File: src/rtl/sat_add_if.sv
// Request/response bundle between the requesters and the shared saturating adder.
interface sat_add_if #(
    parameter int unsigned NUM_REQ = 4,
    parameter int unsigned ID_W    = 2
);
    logic [NUM_REQ-1:0]    req_valid;
    logic [NUM_REQ-1:0]    req_ready;
    logic [NUM_REQ*32-1:0] req_a;
    logic [NUM_REQ*32-1:0] req_b;
    logic                  rsp_valid;
    logic                  rsp_ready;
    logic [ID_W-1:0]       rsp_id;
    logic [31:0]           rsp_sum;
    logic                  rsp_sat;

    modport master (
        output req_valid, req_a, req_b, rsp_ready,
        input  req_ready, rsp_valid, rsp_id, rsp_sum, rsp_sat
    );

    modport slave (
        input  req_valid, req_a, req_b, rsp_ready,
        output req_ready, rsp_valid, rsp_id, rsp_sum, rsp_sat
    );
endinterface

File: src/rtl/sat_add_arbiter.sv
// Round-robin shared Q15.16 saturating adder with a registered, id-tagged response
// and a sticky saturation-event counter.
module sat_add_arbiter #(
    parameter int unsigned NUM_REQ = 4,
    parameter int unsigned ID_W    = 2,
    parameter int unsigned CNT_W   = 16
) (
    input  logic             clk,
    input  logic             rst,
    sat_add_if.slave         bus,
    input  logic             sat_clr,
    output logic [CNT_W-1:0] sat_cnt
);
    logic [ID_W-1:0]  rr_ptr_q;
    logic             rsp_valid_q;
    logic [ID_W-1:0]  rsp_id_q;
    logic [31:0]      rsp_sum_q;
    logic             rsp_sat_q;
    logic [CNT_W-1:0] sat_cnt_q;

    logic             free;
    logic             gnt_found;
    logic [ID_W-1:0]  gnt_idx;
    logic             accept;
    logic [31:0]      op_a;
    logic [31:0]      op_b;
    logic [32:0]      sum_ext;
    logic [31:0]      sum_d;
    logic             sat_d;
    logic             sat_hs;

    // Grants are suppressed during reset so every output reads zero while rst is high.
    assign free = !rst && (!rsp_valid_q || bus.rsp_ready);

    always_comb begin
        int unsigned idx;
        gnt_found     = 1'b0;
        gnt_idx       = '0;
        idx           = 0;
        bus.req_ready = '0;
        for (int unsigned k = 0; k < NUM_REQ; k++) begin
            idx = (32'(rr_ptr_q) + k) % NUM_REQ;
            if (!gnt_found && bus.req_valid[idx]) begin
                gnt_found = 1'b1;
                gnt_idx   = ID_W'(idx);
            end
        end
        if (free && gnt_found) begin
            bus.req_ready[gnt_idx] = 1'b1;
        end
    end

    assign accept = free && gnt_found;

    always_comb begin
        op_a    = bus.req_a[int'(gnt_idx)*32 +: 32];
        op_b    = bus.req_b[int'(gnt_idx)*32 +: 32];
        sum_ext = {op_a[31], op_a} + {op_b[31], op_b};
        sum_d   = sum_ext[31:0];
        sat_d   = 1'b0;
        // Carry-out disagreeing with the sign bit means the true sum left the range.
        if (sum_ext[32] != sum_ext[31]) begin
            sat_d = 1'b1;
            sum_d = sum_ext[32] ? 32'h8000_0000 : 32'h7FFF_FFFF;
        end
    end

    always_ff @(posedge clk or posedge rst) begin
        if (rst) begin
            rr_ptr_q    <= '0;
            rsp_valid_q <= 1'b0;
            rsp_id_q    <= '0;
            rsp_sum_q   <= '0;
            rsp_sat_q   <= 1'b0;
        end else if (accept) begin
            rsp_valid_q <= 1'b1;
            rsp_id_q    <= gnt_idx;
            rsp_sum_q   <= sum_d;
            rsp_sat_q   <= sat_d;
            rr_ptr_q    <= (gnt_idx == ID_W'(NUM_REQ - 1)) ? '0 : gnt_idx + 1'b1;
        end else if (bus.rsp_ready) begin
            rsp_valid_q <= 1'b0;
        end
    end

    assign sat_hs = rsp_valid_q && bus.rsp_ready && rsp_sat_q;

    always_ff @(posedge clk or posedge rst) begin
        if (rst) begin
            sat_cnt_q <= '0;
        end else if (sat_clr) begin
            sat_cnt_q <= '0;
        end else if (sat_hs && (sat_cnt_q != {CNT_W{1'b1}})) begin
            sat_cnt_q <= sat_cnt_q + 1'b1;
        end
    end

    assign bus.rsp_valid = rsp_valid_q;
    assign bus.rsp_id    = rsp_id_q;
    assign bus.rsp_sum   = rsp_sum_q;
    assign bus.rsp_sat   = rsp_sat_q;
    assign sat_cnt       = sat_cnt_q;
endmodule

File: src/flat_wrapper.sv
// flat-port wrapper written by rule: the top's interface ports become plain ports
module sat_add_arbiter_flat 
#(
    parameter int unsigned NUM_REQ = 4,
    parameter int unsigned ID_W    = 2,
    parameter int unsigned CNT_W   = 16
)
  (clk, rst, sat_clr, sat_cnt, bus_req_valid, bus_req_a, bus_req_b, bus_rsp_ready, bus_req_ready, bus_rsp_valid, bus_rsp_id, bus_rsp_sum, bus_rsp_sat);
  sat_add_if #(.NUM_REQ(NUM_REQ), .ID_W(ID_W)) bus_i ();
  input  logic clk;
  input  logic rst;
  input  logic sat_clr;
  output logic [CNT_W-1:0] sat_cnt;
  input wire logic [$bits(bus_i.req_valid)-1:0] bus_req_valid;
  input wire logic [$bits(bus_i.req_a)-1:0] bus_req_a;
  input wire logic [$bits(bus_i.req_b)-1:0] bus_req_b;
  input wire logic [$bits(bus_i.rsp_ready)-1:0] bus_rsp_ready;
  output wire logic [$bits(bus_i.req_ready)-1:0] bus_req_ready;
  output wire logic [$bits(bus_i.rsp_valid)-1:0] bus_rsp_valid;
  output wire logic [$bits(bus_i.rsp_id)-1:0] bus_rsp_id;
  output wire logic [$bits(bus_i.rsp_sum)-1:0] bus_rsp_sum;
  output wire logic [$bits(bus_i.rsp_sat)-1:0] bus_rsp_sat;
  assign bus_i.req_valid = bus_req_valid;
  assign bus_i.req_a = bus_req_a;
  assign bus_i.req_b = bus_req_b;
  assign bus_i.rsp_ready = bus_rsp_ready;
  assign bus_req_ready = bus_i.req_ready;
  assign bus_rsp_valid = bus_i.rsp_valid;
  assign bus_rsp_id = bus_i.rsp_id;
  assign bus_rsp_sum = bus_i.rsp_sum;
  assign bus_rsp_sat = bus_i.rsp_sat;
  sat_add_arbiter #(.NUM_REQ(NUM_REQ), .ID_W(ID_W), .CNT_W(CNT_W)) u_core (.clk(clk), .rst(rst), .bus(bus_i), .sat_clr(sat_clr), .sat_cnt(sat_cnt));
endmodule
File: config.mk
export PLATFORM = sky130hd
export DESIGN_NAME = sat_add_arbiter_flat
export DESIGN_NICKNAME = d
export VERILOG_FILES = /design/src/rtl/sat_add_if.sv /design/src/rtl/sat_add_arbiter.sv /design/src/flat_wrapper.sv
export SDC_FILE = /design/constraint.sdc
export NUM_CORES = 1
export LEC_CHECK = 0
export ABC_AREA = 0
export CORE_ASPECT_RATIO = 0.7
export CORE_MARGIN = 8
export CORE_UTILIZATION = 40
export CTS_CLUSTER_DIAMETER = 80
export DETAILED_ROUTE_END_ITERATION = 12
export PLACE_DENSITY = 0.89
export SYNTH_ARGS = -nofsm -noshare
export SYNTH_HDL_FRONTEND = slang
export SYNTH_SLANG_ARGS = --single-unit
File: constraint.sdc
create_clock -name clk -period 5 [get_ports clk]
set_input_delay 1.5 -clock clk [delete_from_list [all_inputs] [get_ports clk]]
set_output_delay 1.5 -clock clk [all_outputs]
set_load 0.03 [all_outputs]
==> metrics.log <==
[metrics] Yosys warnings: 0
[metrics] detailed-route via count: 10367
[metrics] Critical Path Start Type: input pin
[metrics] critical path class: input pin to flip-flop
[metrics] max-slew violation count: 0
[metrics] TritonCTS clock tree: done
[metrics] category of the worst setup path capture point: flip-flop
[metrics] Worst Path Required: 5.21 ns
[metrics] Max IR drop VDD: 0.5449 mV
[metrics] initial cell density of the core: 40.30%
[metrics] antenna viol nets, final: 0
[metrics] drt drc: 0
[metrics] initial antenna violation count: 0
[metrics] end-of-flow core utilization: 78.70%
[metrics] cell chosen for the clock root: sky130_fd_sc_hd__clkbuf_16
[metrics] GP Congestion: 1.010
[metrics] signal arrival time at the worst endpoint: 5.50 ns
[metrics] violations in the final reports: negative setup slack
[metrics] Hold Buf Count CTS: 0
[metrics] final worst-path setup slack: -0.2921 ns
[metrics] Synth cell types: 64
[metrics] average via count per standard cell: 6.245
[metrics] main flop type after synthesis: sky130_fd_sc_hd__dfrtp_1
[metrics] normalized max-slew margin: 23.05%
[metrics] pin count of the biggest net entering global routing: 55
[metrics] Layout Area Growth over Synthesis: 95.28%
[metrics] leakage component of the power: 5.556 nW
[metrics] htree depth: 2
[metrics] Hold Violations, Final: 0
[metrics] maximum fanout along the worst path: 17
[metrics] Boundary Pins: 320
[metrics] portion of the post-synthesis area used by sequential elements: 20.89%
[metrics] Wirelength per Cell: 23.11 um
[metrics] minimum period implied by the final worst setup slack: 5.292 ns
[metrics] fraction of layout instances using a drive strength above 1: 25.57%
[metrics] number of flops mapped to enable cells by yosys: 0
[metrics] # rows: 39
[metrics] horizontal die dimension: 168.0 um
[metrics] reported max-cap violation count: 0
[metrics] Core Footprint: 16050 um^2
[metrics] total routing usage reported by global routing: 29.20%
[metrics] TritonCTS Sinks: 54
[metrics] DRT Wirelength: 38360 um
[metrics] asr flop ratio synth: 100.0%
[metrics] setup repair after global routing missed its margin: true
[metrics] Syn Inst Count: 971
[metrics] most common library cell in the layout ignoring fill and taps: sky130_fd_sc_hd__clkdlybuf4s50_1
[metrics] highest-count cells in the layout ignoring fill and taps: sky130_fd_sc_hd__clkdlybuf4s50_1, sky130_fd_sc_hd__nand2_1, sky130_fd_sc_hd__buf_4
[metrics] IO Port Bufs: 319
[metrics] Antenna Cells: 0
[metrics] clock tree skew after final layout: 0.004189 ns
[metrics] minimum setup slack after placement: -0.7470 ns
[metrics] Clock Path Buffers: 2
[metrics] net total in the final layout: 1757
[metrics] Syn Nets: 1273
[metrics] die extent in y: 122.4 um
[metrics] final-report setup violation count: 32
[metrics] clock insertion delay at the later pin of the skew report: 0.29 ns
[metrics] post-synth design cell area: 6470 um^2
[metrics] final worst-path cycle share: 105.8%
[metrics] number of global-route vias before repair: 9313
[metrics] hpwl dp: 25530 um
[metrics] path type of the worst min-delay path: flip-flop to flip-flop
[metrics] length of the first detailed-routing pass in iterations: 6
[metrics] Syn Area/Cell: 6.663 um^2
[metrics] worst-margin pin slew: 1.153 ns
[metrics] setup slack, reg-to-reg: 0.40 ns
[metrics] grt ovf: 0
[metrics] Hold Slack: 0.4786 ns
[metrics] post-synthesis sequential element count: 54
[metrics] FILL cells: 909
[metrics] violation count after the first detailed-routing iteration: 1289
[metrics] Highest Clock Rate: 0.1890 GHz
[metrics] outcome: finished, violations left
[metrics] P per Cell Area: 863.2 nW/um^2
[metrics] Die Footprint: 20570 um^2
[metrics] clock transition at the register clock pins on the worst setup and hold paths after CTS: 0.07 ns
[metrics] wire length of the first global-routing pass: 48800 um
[metrics] number of CTS-inserted buffers: 5
-- cells by family after synthesis --
group / share of synthesized area [%]
multiplexers: 0.4641
XOR/XNOR: 4.738
adder cells (fa/ha/maj): 7.465
AND/OR/NAND/NOR: 37.09
buffers and inverters: 5.550
AO/OA/AOI/OAI: 23.81
flip-flops: 20.89
-- cells in the mapped netlist, drive strengths merged (4+ instances only) --
library cell | n | area [um^2]
a31oi | 68 | 431.7
or3 | 8 | 50.05
o211ai | 6 | 50.05
nor2 | 38 | 142.6
nor2b | 4 | 25.02
nor4 | 4 | 25.02
buf | 17 | 103.8
o21bai | 4 | 30.03
ha | 37 | 462.9
o21a | 5 | 37.54
and3 | 73 | 456.7
xor2 | 15 | 131.4
xnor2 | 20 | 175.2
nor3 | 30 | 250.2
a21oi | 47 | 239.0
clkbuf | 54 | 202.7
dfrtp | 54 | 1351
o21ai | 57 | 289.0
nand3 | 20 | 105.1
a21o | 15 | 112.6
inv | 14 | 52.55
a211oi | 12 | 105.1
nand4 | 9 | 56.30
nand2 | 318 | 1194
-- routing by layer --
layer | routed length (um) | GRT usage, % | vias to the layer above
li1 | - | - | 4404
met1 | 13730 | 36.74 | 4690
met2 | 17150 | 48.48 | 988
met3 | 4812 | 7.359 | 285
met4 | 2668 | 10.06 | 0
met5 | 0 | 0 | -
-- worst max-delay path, stage by stage --
cell and delay, ns:
sky130_fd_sc_hd__buf_6 0.07, sky130_fd_sc_hd__a21oi_2 0.04, sky130_fd_sc_hd__o21a_1 0.21, sky130_fd_sc_hd__o22ai_4 0.32
sky130_fd_sc_hd__buf_12 0.19, sky130_fd_sc_hd__buf_8 0.16, sky130_fd_sc_hd__nand2_1 0.08, sky130_fd_sc_hd__and3_1 0.18
sky130_fd_sc_hd__a31oi_1 0.27, sky130_fd_sc_hd__ha_4 0.27, sky130_fd_sc_hd__o211ai_1 0.38, sky130_fd_sc_hd__o211ai_2 0.17
sky130_fd_sc_hd__a31oi_1 0.23, sky130_fd_sc_hd__and3_4 0.26, sky130_fd_sc_hd__o2111ai_1 0.23, sky130_fd_sc_hd__buf_4 0.23
sky130_fd_sc_hd__nand4bb_4 0.14, sky130_fd_sc_hd__nand3_4 0.15, sky130_fd_sc_hd__clkbuf_16 0.24, sky130_fd_sc_hd__o21ai_1 0.17
-- flip-flops by register name (all words and copies together) (netlist names) --
register	cells
u_core.rr_ptr_q	2
u_core.bus.rsp_sat	1
u_core.bus.rsp_id	2
u_core.bus.rsp_valid	1
u_core.bus.rsp_sum	32
u_core.sat_cnt	16
-- metrics by stage --
step / cells / total power, mW / setup TNS (ns) / area, um^2
5_1_grt: 1660 / 11.26 / -12.18 / 12630
3_3_place_gp: 1608 / 7.894 / -16.32 / 11150
6_report: 1660 / 10.91 / -6.946 / 12630
3_5_place_dp: 1608 / 8.122 / -21.28 / 11150
4_1_cts: 1640 / 9.033 / 0 / 11830
2_1_floorplan: 971 / 4.890 / 0 / 6475
-- worst paths after layout --
kind,startpoint,endpoint,cells after the start
setup reg to reg,u_core.rr_ptr_q[1]$_DFFE_PP0P_,u_core.bus.rsp_sum[12]$_DFFE_PP0P_,19
hold / removal,u_core.bus.rsp_sum[31]$_DFFE_PP0P_,u_core.bus.rsp_sum[31]$_DFFE_PP0P_,2
setup / recovery,bus_req_valid[0],u_core.bus.rsp_sum[12]$_DFFE_PP0P_,20
hold reg to reg,u_core.bus.rsp_sum[31]$_DFFE_PP0P_,u_core.bus.rsp_sum[31]$_DFFE_PP0P_,2
min in group asynchronous,rst,u_core.bus.rsp_id[1]$_DFFE_PP0P_,2
max in group asynchronous,rst,u_core.sat_cnt[4]$_DFFE_PP0P_,2
-- where the power goes --
part	leakage [nW]	switching (mW)	internal (mW)
Clock	0.0629	0.159	0.184
Sequential	0.678	0.120	0.599
Combinational	4.81	5.32	4.52
-- what timing repair did --
item / CTS / global route
setup buffers: 23 / 15
resized for setup: 63 / 115
gates cloned: 2 / 5
pin swaps: 21 / 61
setup endpoints to repair: 34 / 35
-- layout make-up --
cell class	count	area (um^2)	area share (%)
multi-input combinational	832	5498	43.51
timing repair buffer	548	5333	42.21
tap	205	256.5	2.030
sequential	54	1351	10.70
clock buffer	6	128.9	1.020
inverter	14	60.06	0.4753
clock inverter	1	7.507	0.05942
No activity file was read; power rests on OpenSTA's default activity.
